File: src/rtl/pipe_hold_ctrl_pkg.sv
// rtl/pipe_hold_ctrl_pkg.sv - shared widths, Type bit map, FSM states and bubble constants
// Purpose: common definitions for pipe_hold_ctrl, its stage registers and its interface.
// Ports: none (package).
package pipe_hold_ctrl_pkg;

  localparam int TW = 7;  // Type one-hot width
  localparam int SW = 6;  // SelC width

  // Type one-hot bit map
  localparam int WR_READ  = 0;
  localparam int WR_WRITE = 1;
  localparam int R_READ   = 2;
  localparam int R_WRITE  = 3;
  localparam int C_READ   = 4;
  localparam int C_WRITE  = 5;
  localparam int JUMP     = 6;

  typedef enum logic [1:0] {
    RUN   = 2'd0,
    STALL = 2'd1,
    ERR   = 2'd2
  } hold_state_e;

  // A bubble is an instruction with no class and no destination
  localparam logic [TW-1:0] TYPE_BUBBLE = '0;
  localparam logic [SW-1:0] SELC_BUBBLE = '0;

endpackage

File: src/rtl/pipe_hold_ctrl_if.sv
// rtl/pipe_hold_ctrl_if.sv - HOLD / stage-field bundle between hazard side and pipe_hold_ctrl
// Purpose: groups stall request, stage-2 inputs, stage 3..5 readback and status outputs.
// Modports:
//   master - hazard/decode side: drives HOLD, Type2, SelC2; observes everything else.
//   slave  - pipe_hold_ctrl: consumes HOLD, Type2, SelC2; drives Type3..5, SelC3..5,
//            EN1, EN2, BUBBLE, STALL_ERR (and STALL_CYCLES when HOLD_PERF_CNT_EN is defined).
// Optional: `define HOLD_PERF_CNT_EN adds STALL_CYCLES[15:0].
interface pipe_hold_ctrl_if;
  import pipe_hold_ctrl_pkg::*;

  logic          HOLD;
  logic [TW-1:0] Type2;
  logic [SW-1:0] SelC2;
  logic [TW-1:0] Type3, Type4, Type5;
  logic [SW-1:0] SelC3, SelC4, SelC5;
  logic          EN1;
  logic          EN2;
  logic          BUBBLE;
  logic          STALL_ERR;
`ifdef HOLD_PERF_CNT_EN
  logic [15:0]   STALL_CYCLES;
`endif

  modport master (
    output HOLD, Type2, SelC2,
    input  Type3, Type4, Type5, SelC3, SelC4, SelC5,
    input  EN1, EN2, BUBBLE, STALL_ERR
`ifdef HOLD_PERF_CNT_EN
    , input STALL_CYCLES
`endif
  );

  modport slave (
    input  HOLD, Type2, SelC2,
    output Type3, Type4, Type5, SelC3, SelC4, SelC5,
    output EN1, EN2, BUBBLE, STALL_ERR
`ifdef HOLD_PERF_CNT_EN
    , output STALL_CYCLES
`endif
  );

endinterface

File: src/rtl/pipe_stage_reg.sv
// rtl/pipe_stage_reg.sv - one pipeline stage register for the Type/SelC fields
// Purpose: TW+SW register with async active-low clear; captures a bubble instead of d when
//          load_bubble is high.
// Ports:
//   clk         in  rising-edge clock
//   nrst        in  async active-low clear
//   load_bubble in  capture the all-zero bubble this edge
//   d_type      in  incoming Type
//   d_selc      in  incoming SelC
//   q_type      out registered Type
//   q_selc      out registered SelC
module pipe_stage_reg
  import pipe_hold_ctrl_pkg::*;
(
  input  logic          clk,
  input  logic          nrst,
  input  logic          load_bubble,
  input  logic [TW-1:0] d_type,
  input  logic [SW-1:0] d_selc,
  output logic [TW-1:0] q_type,
  output logic [SW-1:0] q_selc
);

  always_ff @(posedge clk or negedge nrst) begin
    if (!nrst) begin
      q_type <= TYPE_BUBBLE;
      q_selc <= SELC_BUBBLE;
    end else if (load_bubble) begin
      q_type <= TYPE_BUBBLE;
      q_selc <= SELC_BUBBLE;
    end else begin
      q_type <= d_type;
      q_selc <= d_selc;
    end
  end

endmodule

File: src/rtl/pipe_hold_ctrl.sv
// rtl/pipe_hold_ctrl.sv - HOLD consumer: stage 3..5 class registers, bubble injection, stall watchdog
// Purpose: freezes fetch/stage 2 on HOLD, injects bubbles into stage 3 while 3->4->5 keep
//          draining, and flags a deadlock when HOLD persists MAX_STALL consecutive cycles.
// Ports:
//   CLK  in  rising-edge clock
//   nRST in  async active-low reset
//   bus  pipe_hold_ctrl_if.slave (HOLD, Type2, SelC2 in; Type3..5, SelC3..5, EN1, EN2,
//        BUBBLE, STALL_ERR out)
// Optional: `define HOLD_PERF_CNT_EN adds the saturating STALL_CYCLES bubble counter.
module pipe_hold_ctrl
  import pipe_hold_ctrl_pkg::*;
#(
  parameter int MAX_STALL = 4
) (
  input  logic           CLK,
  input  logic           nRST,
  pipe_hold_ctrl_if.slave bus
);

  localparam int CW = $clog2(MAX_STALL) + 1;

  hold_state_e   state_q, state_d;
  logic [CW-1:0] cnt_q, cnt_d;
  logic          stall_err_q;
  logic          en;

  logic [TW-1:0] type3, type4, type5;
  logic [SW-1:0] selc3, selc4, selc5;

  // Once in ERR the pipe stays frozen regardless of HOLD
  assign en         = ~bus.HOLD & (state_q != ERR);
  assign bus.EN1    = en;
  assign bus.EN2    = en;
  assign bus.BUBBLE = ~en;

  pipe_stage_reg u_stage3 (
    .clk         (CLK),
    .nrst        (nRST),
    .load_bubble (~en),
    .d_type      (bus.Type2),
    .d_selc      (bus.SelC2),
    .q_type      (type3),
    .q_selc      (selc3)
  );

  pipe_stage_reg u_stage4 (
    .clk         (CLK),
    .nrst        (nRST),
    .load_bubble (1'b0),
    .d_type      (type3),
    .d_selc      (selc3),
    .q_type      (type4),
    .q_selc      (selc4)
  );

  pipe_stage_reg u_stage5 (
    .clk         (CLK),
    .nrst        (nRST),
    .load_bubble (1'b0),
    .d_type      (type4),
    .d_selc      (selc4),
    .q_type      (type5),
    .q_selc      (selc5)
  );

  assign bus.Type3 = type3;
  assign bus.Type4 = type4;
  assign bus.Type5 = type5;
  assign bus.SelC3 = selc3;
  assign bus.SelC4 = selc4;
  assign bus.SelC5 = selc5;

  always_ff @(posedge CLK or negedge nRST) begin
    if (!nRST) begin
      state_q     <= RUN;
      cnt_q       <= '0;
      stall_err_q <= 1'b0;
    end else begin
      state_q     <= state_d;
      cnt_q       <= cnt_d;
      // Rises on the same edge that enters ERR; only reset clears it
      stall_err_q <= stall_err_q | (state_d == ERR);
    end
  end

  always_comb begin
    state_d = state_q;
    cnt_d   = cnt_q;
    unique case (state_q)
      RUN: begin
        if (bus.HOLD) begin
          state_d = STALL;
          cnt_d   = CW'(1);
        end else begin
          cnt_d   = '0;
        end
      end
      STALL: begin
        if (!bus.HOLD) begin
          state_d = RUN;
          cnt_d   = '0;
        end else if (cnt_q == CW'(MAX_STALL - 1)) begin
          state_d = ERR;
        end else if (cnt_q != {CW{1'b1}}) begin
          cnt_d   = cnt_q + CW'(1);
        end
      end
      ERR: begin
        state_d = ERR;
      end
      default: begin
        state_d = RUN;
        cnt_d   = '0;
      end
    endcase
  end

  assign bus.STALL_ERR = stall_err_q;

`ifdef HOLD_PERF_CNT_EN
  logic [15:0] stall_cycles_q;

  always_ff @(posedge CLK or negedge nRST) begin
    if (!nRST) begin
      stall_cycles_q <= '0;
    end else if (~en && (stall_cycles_q != 16'hFFFF)) begin
      stall_cycles_q <= stall_cycles_q + 16'd1;
    end
  end

  assign bus.STALL_CYCLES = stall_cycles_q;
`endif

endmodule

File: src/flat_wrapper.sv
// flat-port wrapper written by rule: the top's interface ports become plain ports
module pipe_hold_ctrl_flat import pipe_hold_ctrl_pkg::*;
#(
  parameter int MAX_STALL = 4
)
  (CLK, nRST, bus_HOLD, bus_Type2, bus_SelC2, bus_Type3, bus_Type4, bus_Type5, bus_SelC3, bus_SelC4, bus_SelC5, bus_EN1, bus_EN2, bus_BUBBLE, bus_STALL_ERR);
  pipe_hold_ctrl_if bus_i ();
  input  logic CLK;
  input  logic nRST;
  input wire logic [$bits(bus_i.HOLD)-1:0] bus_HOLD;
  input wire logic [$bits(bus_i.Type2)-1:0] bus_Type2;
  input wire logic [$bits(bus_i.SelC2)-1:0] bus_SelC2;
  output wire logic [$bits(bus_i.Type3)-1:0] bus_Type3;
  output wire logic [$bits(bus_i.Type4)-1:0] bus_Type4;
  output wire logic [$bits(bus_i.Type5)-1:0] bus_Type5;
  output wire logic [$bits(bus_i.SelC3)-1:0] bus_SelC3;
  output wire logic [$bits(bus_i.SelC4)-1:0] bus_SelC4;
  output wire logic [$bits(bus_i.SelC5)-1:0] bus_SelC5;
  output wire logic [$bits(bus_i.EN1)-1:0] bus_EN1;
  output wire logic [$bits(bus_i.EN2)-1:0] bus_EN2;
  output wire logic [$bits(bus_i.BUBBLE)-1:0] bus_BUBBLE;
  output wire logic [$bits(bus_i.STALL_ERR)-1:0] bus_STALL_ERR;
  assign bus_i.HOLD = bus_HOLD;
  assign bus_i.Type2 = bus_Type2;
  assign bus_i.SelC2 = bus_SelC2;
  assign bus_Type3 = bus_i.Type3;
  assign bus_Type4 = bus_i.Type4;
  assign bus_Type5 = bus_i.Type5;
  assign bus_SelC3 = bus_i.SelC3;
  assign bus_SelC4 = bus_i.SelC4;
  assign bus_SelC5 = bus_i.SelC5;
  assign bus_EN1 = bus_i.EN1;
  assign bus_EN2 = bus_i.EN2;
  assign bus_BUBBLE = bus_i.BUBBLE;
  assign bus_STALL_ERR = bus_i.STALL_ERR;
  pipe_hold_ctrl #(.MAX_STALL(MAX_STALL)) u_core (.CLK(CLK), .nRST(nRST), .bus(bus_i));
endmodule
File: config.mk
export PLATFORM = sky130hd
export DESIGN_NAME = pipe_hold_ctrl_flat
export DESIGN_NICKNAME = d
export VERILOG_FILES = /design/src/rtl/pipe_hold_ctrl_pkg.sv /design/src/rtl/pipe_hold_ctrl_if.sv /design/src/rtl/pipe_stage_reg.sv /design/src/rtl/pipe_hold_ctrl.sv /design/src/flat_wrapper.sv
export SDC_FILE = /design/constraint.sdc
export NUM_CORES = 1
export LEC_CHECK = 0
export BUFFER_PORTS_ARGS = -buffer_cell sky130_fd_sc_hd__buf_2
export CAP_MARGIN = 20
export CORE_AREA = 10 10 67 69
export CTS_BUF_LIST = sky130_fd_sc_hd__clkbuf_8
export DETAILED_ROUTE_END_ITERATION = 6
export DIE_AREA = 0 0 77 79
export PLACE_DENSITY_LB_ADDON = 0.15
export SLEW_MARGIN = 20
export SYNTH_ARGS = -nofsm -noshare
export SYNTH_HDL_FRONTEND = slang
export SYNTH_SLANG_ARGS = --single-unit
File: constraint.sdc
create_clock -name CLK -period 3.2 [get_ports CLK]
set_clock_uncertainty 0.05 [all_clocks]
set_input_delay 0.64 -clock CLK [delete_from_list [all_inputs] [get_ports CLK]]
set_output_delay 0.64 -clock CLK [all_outputs]
set_load 0.05 [all_outputs]
==> qor.yml, run 1 <==
status: "complete, no violations"
seqPwrFrac_pct: 53.9
ys_warn_count: 0
io_pins: 59
clock_path_buffers: 2
synthesis.nets: 100
ant_nets: 0
cts_root_buf: "clkbuf_8"
wl_mm: 2.767
muxShareOfSynthArea_pct: 1.530
netlist_instances: 81
met3_length_microns: 288
clkPwrFrac_pct: 26.7
crit_type: "flip-flop to output port"
grt_pass1_vias: 961
ctsHoldBuffers: 0
port-buffer-count: 58
numCtsBuffers: 5
cts-resized-gates: 0
num_rows: 21
finalNonFillerCells: 189
rsz0062_at_grt: "no"
synth-seq-cells: 45
cts_tree: "yes"
die_y_microns: 79
wl_met2_mm: 1.366
setup_viol: 0
wl_met1_mm: 1.061
drtPass1Iterations: 2
nNetsFinal: 163
diodes: 0
critPathLaunchType: "flip-flop"
hp-class: "flip-flop to flip-flop"
cp.arrival_ns: 1.62
die_width_microns: 77
p_comb_share_pct: 19.4
finalCritPeriodShare_pct: 72.08
wl_per_cell_microns: 14.64
dpl.hpwl_mm: 2.127
fmax_mhz: 433.5
drt-vias-per-instance: 4.423
slew-limit-headroom_pct: 37.38
worstPathRequired_ns: 2.51
period_minus_slack_ns: 2.307
vdd_drop_max_mv: 0.2930
p_int_uw: 801.9
grt_max_degree: 46
p_sw_share_pct: 30.84
start_util_pct: 43.01
drive_gt1_share_pct: 46.85
clock_sinks: 45
cap_violations: 0
grt_pass1_wl_mm: 4.505
syn_to_final_growth_pct: 28.98
vias: 836
fillCellCount: 300
path_clk_slew_ns: 0.07
power_leakage_uw: 0.001006
overflow: 0
final.setup.tns_ns: 0
ys_seq_area_share_pct: 81.01
drtIter0Drc: 32
core_sq_mm: 0.003232
antenna_found_initial: 0
drc: 0
synth_area_per_cell_sq_um: 17.16
switching_power_uw: 357.5
maxUsedRoutingLayer: "met4"
worst_skew_pair.late_latency_ns: 0.29
syn_area_sq_mm: 0.001390
hold_viol_final: 0
cp-end-kind: "output port"
synth_top_family_by_area: "simple AND/OR/NAND/NOR gates"
critPathMaxFanout: 16
synth-simple-area-share_pct: 9.271
drv_slew: 0
worst_slew_pin_slew_ns: 0.9392
synth-xor-area-share_pct: 0.6301
synthAdderAreaFrac_pct: 2.700
htreeDepth: 2
dp.cells: 183
place_congestion: 0.6870
synth_cell_type_count: 20
dieArea_sq_mm: 0.006083
synth_compound_area_share_pct: 2.970
grt_util_all_layers_pct: 9.507
pwr_density_cell_mw_per_mm2: 646.7
post-cts-setup-buffer-count: 0
[power by group through the flow]
stage,sequential (uW),combinational [uW],clock [uW]
after floorplan,756,43.0,0
after global placement,634,227,0
after detailed placement,637,229,0
after CTS,626,230,324
after global routing,631,240,349
final,625,225,309
[per-stage QoR]
step                      hold WS, ns  utilization (%)  cell area [sq um]  power (uW)  setup slack (ns)
after floorplan                0.2944                -               1390       798.6             1.286
after detailed placement       0.3056            53.19               1719       866.2            0.9564
after CTS                      0.3231            55.48               1793        1179            0.8414
after global routing           0.3297            55.48               1793        1220            0.7037
final                          0.3171            55.48               1793        1159            0.8934
after global placement         0.3000            53.19               1719       861.2            0.9751
[worst paths after layout]
check | from | end | slack [ns] | depth (start not counted)
min in group asynchronous | nRST | u_core.u_stage3.q_selc[5] | 0.44 | 1
max | u_core.state_q[1] | bus_EN1 | 0.89 | 3
max reg2reg | u_core.cnt_q[0] | u_core.cnt_q[1] | 1.33 | 5
min | u_core.u_stage4.q_selc[0] | u_core.u_stage5.q_selc[0] | 0.32 | 0
max in group asynchronous | nRST | u_core.u_stage3.q_type[1] | 2.08 | 1
min reg2reg | u_core.u_stage4.q_selc[0] | u_core.u_stage5.q_selc[0] | 0.32 | 0
[synth_stat cells]
| cell type | n | share of area [%] |
|---|---|---|
| xnor2_1 | 1 | 0.63 |
| nor2_1 | 1 | 0.27 |
| o22ai_1 | 1 | 0.45 |
| a21o_1 | 1 | 0.54 |
| ha_1 | 3 | 2.7 |
| and3b_1 | 1 | 0.63 |
| nor2_2 | 1 | 0.45 |
| nand2b_1 | 1 | 0.45 |
| a21oi_1 | 2 | 0.72 |
| dfrtp_1 | 45 | 81 |
| nor2b_2 | 1 | 0.63 |
| buf_4 | 1 | 0.54 |
| and2b_1 | 1 | 0.54 |
| or2_1 | 1 | 0.45 |
| mux2_2 | 1 | 0.81 |
| inv_1 | 2 | 0.54 |
| buf_6 | 1 | 0.81 |
| mux2i_1 | 1 | 0.72 |
| and2_1 | 13 | 5.9 |
| a22o_1 | 2 | 1.3 |
[flip-flops by register name, summed over array words and instances (netlist names)]
| name | flops |
|---|---|
| u_core.u_stage4.q_selc | 6 |
| u_core.u_stage3.q_selc | 6 |
| u_core.state_q | 2 |
| u_core.u_stage3.q_type | 7 |
| u_core.u_stage4.q_type | 7 |
| u_core.cnt_q | 3 |
| u_core.u_stage5.q_type | 7 |
| u_core.bus.STALL_ERR | 1 |
| u_core.u_stage5.q_selc | 6 |
[kinds of logic after synthesis]
| family | after synthesis |
|---|---|
| AO/OA/AOI/OAI | 6 |
| XOR/XNOR | 1 |
| adder cells (fa/ha/maj) | 3 |
| buffers and inverters | 4 |
| flip-flops | 45 |
| multiplexers | 2 |
| AND/OR/NAND/NOR | 20 |
[worst max-delay path: stages, from the launching register on]
cell,delay (ns)
dfrtp_1,0.41
nor2b_2,0.19
nor2_2,0.37
buf_2,0.36
[layout make-up]
type | count | area [sq um] | area share [%]
timing repair buffer | 58 | 290.3 | 16.19
clock inverter | 1 | 5.005 | 0.2791
sequential | 45 | 1126 | 62.81
inverter | 2 | 7.507 | 0.4187
multi-input combinational | 32 | 237.7 | 13.26
tap | 46 | 57.56 | 3.210
clock buffer | 5 | 68.82 | 3.838
[routing by layer]
layer  vias to the layer above  track usage (%)
li1                        383                -
met1                       407            9.553
met2                        40            15.43
met3                         6            5.631
met4                         0            4.927
met5                         -                0
[layout by cell type, fill, tap and decap left out, drive strengths merged, types with 2 or more instances in the layout]
cell,Yosys,final
buf,2,58
dfrtp,45,45
and2,13,13
clkbuf,0,5
ha,3,3
a21oi,2,2
inv,2,2
a22o,2,2
nor2,2,2
Note: power is estimated with default switching activity, not from simulation.
==> inputs of run 2 (changes only) <==
- ABC_AREA: not set -> 1
- CORE_AREA: 10 10 67 69 -> 10 10 69 71
- DIE_AREA: 0 0 77 79 -> 0 0 79 81
- clock period: 3.2 -> 1.86 ns (I/O delays scaled with it)
==> run 2 against run 1 <==
Compared with the run above:
- synthesized area up 4.8%
- sequential share of layout area down 5.3 points
- first-iteration DRC count down 34%
- combinational power down 79%
- register-to-register slack worse by 0.93 ns
- worst setup slack worse by 0.76 ns
- clock-buffer cell count unchanged
- via count up 11%
- flip-flop and latch count unchanged
- global-route usage down 0.26 points
- wire length up 1.0%
- synthesized cell count up 35%
- largest power group unchanged
==> qor.yml, run 2 <==
numCtsBuffers: 5  # unchanged
status: "complete, no violations"
drtPass1Iterations: 4  # +2
clkPwrFrac_pct: 45.1  # +18 points
hold_viol_final: 0  # unchanged
seqPwrFrac_pct: 52.3  # -1.6 points
async_reset_ff_share_pct: 100.0  # unchanged
clock_path_buffers: 2  # unchanged
vias: 926  # +11%
vdd_drop_max_mv: 0.3941  # +35%
worstPathRequired_ns: 1.44  # -1.07 ns
critPathMaxFanout: 8  # -8
die_width_microns: 79  # +2.6%
netlist_top_cells_area: "dfrtp_1 (77%), inv_1 (5.7%), nand2_1 (3.1%)"
ant_nets: 0  # unchanged
slew-limit-headroom_pct: 82.14  # +45 points
fillCellCount: 323  # +7.7%
p_int_uw: 1529  # +91%
final_area_sq_mm: 0.001959  # +9.3%
reg2reg_from: "u_core.cnt_q[0]"
start_util_pct: 41.34  # -1.7 points
final.setup.tns_ns: 0  # unchanged
nNetsFinal: 194  # +19%
rsz0062_at_grt: "no"
crit_type: "flip-flop to output port"
num_rows: 22  # +4.8%
path_clk_slew_ns: 0.08  # about the same
reg_top3: "u_core.u_stage3.q_type: 7 flops, u_core.u_stage4.q_type: 7 flops, u_core.u_stage5.q_type: 7 flops"
netlist_instances: 109  # +35%
ff2ff_setup_slack_ns: 0.40  # -0.93 ns
synth_top_area_share_pct: 77.32  # -3.7 points
p_sw_share_pct: 18.07  # -13 points
drv_slew: 0  # unchanged
dpl.hpwl_mm: 2.186  # +2.8%
die_y_microns: 81  # +2.5%
io_pins: 59  # unchanged
core_sq_mm: 0.003523  # +9.0%
drive_gt1_share_pct: 44.89  # -2.0 points
grt_util_all_layers_pct: 9.245  # -0.26 points
yosysMostFrequentCell: "dfrtp_1"
synth-seq-cells: 45  # unchanged
clock_sinks: 45  # unchanged
worstSetupStartpoint: "u_core.state_q[0]"
cap_violations: 0  # unchanged
crit_end: "bus_BUBBLE"
finalCritPeriodShare_pct: 93.09
period_minus_slack_ns: 1.732
ys.flop_type: "dfrtp_1"
worst_skew_pair.late_latency_ns: 0.29  # about the same
pwr_density_cell_mw_per_mm2: 952.7  # +47%
antenna_found_initial: 0  # unchanged
postPlaceCellArea_sq_mm: 0.001815  # +5.6%
drt-vias-per-instance: 4.134  # -6.5%
critPathLaunchType: "flip-flop"
grt_pass1_vias: 988  # +2.8%
ys_warn_count: 0  # unchanged
port-buffer-count: 58  # unchanged
synth-edff-count: 0  # unchanged
cp-end-kind: "output port"
wl_per_cell_microns: 12.48  # -15%
setup_viol: 0  # unchanged
cts_tree: "yes"
fmax_mhz: 577.5
cts_root_buf: "clkbuf_8"
hp-class: "primary input to flip-flop"
r2r_end: "u_core.cnt_q[2]"
synth_commonest_cells: "dfrtp_1 (45), inv_1 (22), nand2_1 (12)"
grt_pass1_wl_mm: 4.554  # +1.1%
layout_commonest_cell: "buf_2"
synth_area_per_cell_sq_um: 13.36  # -22%
grt_max_degree: 46  # unchanged
power_leakage_uw: 0.001230  # +22%
r2r_cells: 8  # +3
drc: 0  # unchanged
p_comb_share_pct: 2.6  # -17 points
wl_mm: 2.796  # +1.0%
syn_area_sq_mm: 0.001456  # +4.8%
dieArea_sq_mm: 0.006399  # +5.2%
synthesis.nets: 128  # +28%
overflow: 0  # unchanged
place_congestion: 0.7179  # +4.5%
mostFrequentLayoutCells: "buf_2 (58), dfrtp_1 (45), inv_1 (22)"
yosys.area.top_type: "dfrtp_1"
worst_slew_pin_slew_ns: 0.2698  # -0.6694 ns
diodes: 0  # unchanged
synth_cell_type_count: 15  # -25%
post-cts-setup-buffer-count: 0  # unchanged
syn_to_final_growth_pct: 34.54
ys_seq_area_share_pct: 77.32  # -3.7 points
drtIter0Drc: 21  # -34%
htreeDepth: 2  # unchanged
cp.arrival_ns: 1.31  # -0.31 ns
switching_power_uw: 337.4  # -5.6%
power_uw: 1867  # +61%
run 2: cell count changes after synthesis, moves of 6 or more:
cell     delta
and2_1     -13
nor2_1      +7
inv_1      +20
nor2_2      +6
nand2_1    +12
run 2: metal layers:
layer	part of all wire, %	vias to the layer above	track usage, %
met4	2.1	0	4.839
met1	40	427	9.562
met5	0	-	0
met2	46	43	14.19
met3	11	7	6.071
li1	-	449	-
run 2: what timing repair did:
action / CTS / global route
gates resized for setup: 0 / 0
hold buffers: 1 / 0
endpoints found under the hold margin: 45 / 0
endpoints found under the setup margin: 0 / 0
run 2: logic make-up (layout without fill, tap and decap cells):
logic type               after synthesis  after routing  synth area share, %
AND/OR/NAND/NOR                       35             35                12.54
AO/OA/AOI/OAI                          1              1               0.3433
buffers and inverters                 25             92                7.216
flip-flops                            45             45                77.32
adder cells (fa/ha/maj)                3              3                2.578
run 2: worst min-delay path by stage:
stage	to	from	slack [ns]	cells after the start
finish	u_core.u_stage3.q_selc[5]	bus_SelC2[5]	0.23	3
global route	u_core.u_stage3.q_type[6]	bus_Type2[6]	0.22	3
CTS	u_core.u_stage3.q_type[6]	bus_Type2[6]	0.22	3
detailed placement	u_core.u_stage4.q_selc[2]	u_core.u_stage3.q_selc[2]	0.31	0
global placement	u_core.u_stage5.q_type[3]	u_core.u_stage4.q_type[3]	0.30	0
floorplan	u_core.bus.STALL_ERR	nRST	0.03	0
run 2: stage by stage:
stage	setup WS (ns)	utilization, %	hold slack (ns)	cells
2_1_floorplan	0.06301	-	0.02641	109
3_3_place_gp	0.4147	51.53	0.3018	215
3_5_place_dp	0.3969	51.53	0.3069	215
4_1_cts	0.09478	55.61	0.2160	224
5_1_grt	0.008106	55.61	0.2227	224
6_report	0.1285	55.61	0.2310	224
run 2: layout make-up:
cell class              instances  area, sq um  share of cell area [%]
flip-flops and latches         45         1126                   57.47
repair buffers                 61        327.8                   16.73
multi-input cells              39        225.2                   11.49
inverters                      23        86.33                   4.406
clock buffers                   5        68.82                   3.512
clock inverters                 3        65.06                   3.321
well taps                      48        60.06                   3.065
run 2: power by group through the flow:
stage / Sequential, uW / Clock (uW) / Combinational, uW
floorplan: 997 / 0 / 8.22
global placement: 997 / 0 / 47.5
detailed placement: 997 / 0 / 48.7
CTS: 977 / 873 / 50.5
global route: 977 / 916 / 55.4
finish: 977 / 842 / 47.9
run 2: worst max-delay path, cell delays in order, from the launching register on:
cell and delay, ns:
dfrtp_1 0.41, inv_2 0.09, nand2_4 0.08, nand2_4 0.14, buf_2 0.29
==> inputs of run 3 (changes only) <==
- ABC_AREA: 1 -> not set
- CORE_AREA: 10 10 69 71 -> 10 10 68 70
- DIE_AREA: 0 0 79 81 -> 0 0 78 80
==> run 3 against run 2 <==
Compared with the run above:
- via count down 9.0%
- wire length rose by 1.5%
- register-to-register slack got worse by 0.28 ns
- sequential share of layout area is 3.1 points higher
- non-clock buffer count increased by 2
- final cell count down 13%
- largest cell class unchanged
- largest power group unchanged
- worst setup slack lost 0.013 ns
- maximum frequency down 0.75%
- critical path type is now flip-flop to flip-flop
==> qor.yml, run 3 (same netlist as run 1, synthesis figures left out) <==
status: "complete, no violations"
switching_power_uw: 621.3  # +84%
vias: 843  # -9.0%
seqPwrFrac_pct: 53.4  # +1.1 points
clock_sinks: 45  # unchanged
antenna_found_initial: 0  # unchanged
gr-max-usage-layer: "met2"
drt-vias-per-instance: 4.345  # +5.1%
drive_gt1_share_pct: 47.97  # +3.1 points
pwr_density_cell_mw_per_mm2: 1083  # +14%
io_pins: 59  # unchanged
cts_tree: "yes"
cp-end-kind: "flip-flop"
drtPass1Iterations: 4  # unchanged
diodes: 0  # unchanged
dpl.hpwl_mm: 2.241  # +2.5%
grt_pass1_wl_mm: 4.319  # -5.2%
clkPwrFrac_pct: 26.5  # -19 points
cp.arrival_ns: 1.87  # +0.56 ns
r2r_cells: 5  # -3
fillCellCount: 289  # -11%
mostFrequentLayoutCells: "buf_2 (56), dfrtp_1 (45), and2_1 (13)"
hold_viol_final: 0  # unchanged
htreeDepth: 2  # unchanged
wl_mm: 2.839  # +1.5%
worst_slew_pin_slew_ns: 0.4615  # +0.1917 ns
path_clk_slew_ns: 0.07  # about the same
gr-usage-met3_pct: 5.743  # -0.33 points
finalCritPeriodShare_pct: 93.80  # +0.70 points
wl_per_cell_microns: 14.63  # +17%
crit_type: "flip-flop to flip-flop"
final.setup.tns_ns: 0  # unchanged
ff2ff_setup_slack_ns: 0.12  # -0.28 ns
ant_nets: 0  # unchanged
p_comb_share_pct: 20.1  # +18 points
reg_top3: "u_core.u_stage3.q_type: 7 flops, u_core.u_stage4.q_type: 7 flops, u_core.u_stage5.q_type: 7 flops"
worstPathRequired_ns: 1.99  # +0.55 ns
num_rows: 21  # -4.5%
hp-start: "bus_Type2[0]"
r2r_end: "u_core.cnt_q[1]"
port-buffer-count: 58  # unchanged
numCtsBuffers: 5  # unchanged
setup_viol: 0  # unchanged
die_y_microns: 80  # -1.2%
period_minus_slack_ns: 1.745  # +0.01310 ns
power_uw: 2015  # +7.9%
cap_violations: 0  # unchanged
grtUsageMet1_pct: 9.401  # -0.16 points
cts_root_buf: "clkbuf_8"
rsz0062_at_grt: "no"
clock_path_buffers: 2  # unchanged
final_area_sq_mm: 0.001861  # -5.0%
critPathLaunchType: "flip-flop"
fin_util_pct: 56.65  # +1.0 points
fmax_mhz: 573.2  # -0.75%
overflow: 0  # unchanged
post-cts-setup-buffer-count: 0  # unchanged
grt_util_all_layers_pct: 9.292  # +0.047 points
start_util_pct: 42.32  # +0.99 points
place_congestion: 0.6356  # -11%
worst_skew_pair.late_latency_ns: 0.29  # about the same
grt_pass1_vias: 891  # -9.8%
hp-class: "primary input to flip-flop"
postPlaceCellArea_sq_mm: 0.001762  # -3.0%
crit_end: "u_core.cnt_q[1]"
core_sq_mm: 0.003284  # -6.8%
power_leakage_uw: 0.001036  # -16%
p_int_uw: 1394  # -8.9%
syn_to_final_growth_pct: 33.84
p_sw_share_pct: 30.84  # +13 points
drtIter0Drc: 36  # +71%
gr-usage-met2_pct: 14.51  # +0.32 points
critPathMaxFanout: 3  # -5
die_width_microns: 78  # -1.3%
vdd_drop_max_mv: 0.5365  # +36%
drv_slew: 0  # unchanged
slew-limit-headroom_pct: 69.24  # -13 points
layout_commonest_cell: "buf_2"
hold_ws_ns: 0.2328  # +0.001874 ns
reg2reg_from: "u_core.cnt_q[0]"
drc: 0  # unchanged
grt_max_degree: 27  # -41%
nNetsFinal: 168  # -13%
worstSetupStartpoint: "u_core.cnt_q[0]"
dieArea_sq_mm: 0.006240  # -2.5%
-- run 3: layer usage --
layer  vias to the layer above  routed length [microns]  share of wire (%)
met5                         -                        0                  0
met4                         0                       61                2.1
met3                         6                      317                 11
met2                        43                     1388                 49
met1                       403                     1071                 38
li1                        391                        -                  -
-- run 3: power by group through the flow --
stage	Combinational, uW	Sequential, uW	Clock [uW]
4_1_cts	410	1080	559
6_report	405	1080	534
2_1_floorplan	74.0	1300	0
3_5_place_dp	406	1090	0
5_1_grt	431	1080	606
3_3_place_gp	401	1090	0
-- run 3: how the worst min path moves through the flow --
stage	end	cells past startpoint	slack, ns
floorplan	u_core.bus.STALL_ERR	0	0.03
finish	u_core.u_stage3.q_type[0]	2	0.23
global route	u_core.u_stage3.q_type[2]	2	0.22
CTS	u_core.u_stage3.q_selc[5]	2	0.22
detailed placement	u_core.u_stage5.q_selc[5]	1	0.31
global placement	u_core.u_stage5.q_selc[0]	1	0.29
-- run 3: cell type report --
class | instances | area (sq um) | share of cell area [%]
sequential | 45 | 1126 | 60.52
multi-input combinational | 32 | 247.7 | 13.32
timing repair buffer | 63 | 347.8 | 18.70
clock inverter | 1 | 5.005 | 0.2690
clock buffer | 5 | 68.82 | 3.699
tap | 46 | 57.56 | 3.093
inverter | 2 | 7.507 | 0.4035
-- run 3: through the flow --
stage | cells | setup WS, ns
2_1_floorplan | 81 | 0.1269
3_3_place_gp | 187 | 0.2141
3_5_place_dp | 187 | 0.1326
4_1_cts | 194 | 0.006521
5_1_grt | 194 | 0.01471
6_report | 194 | 0.1154
-- run 3: timing repair --
action / CTS / global route
hold buffers: 1 / 0
endpoints found under the hold margin: 19 / 0
resized for setup: 0 / 6
setup endpoints to repair: 0 / 3
-- run 3: worst max-delay path, cell delays in order (launching register included) --
cell	delay [ns]
dfrtp_1	0.42
ha_1	0.24
ha_1	0.22
nor2_1	0.16
mux2_2	0.35
a22o_1	0.20
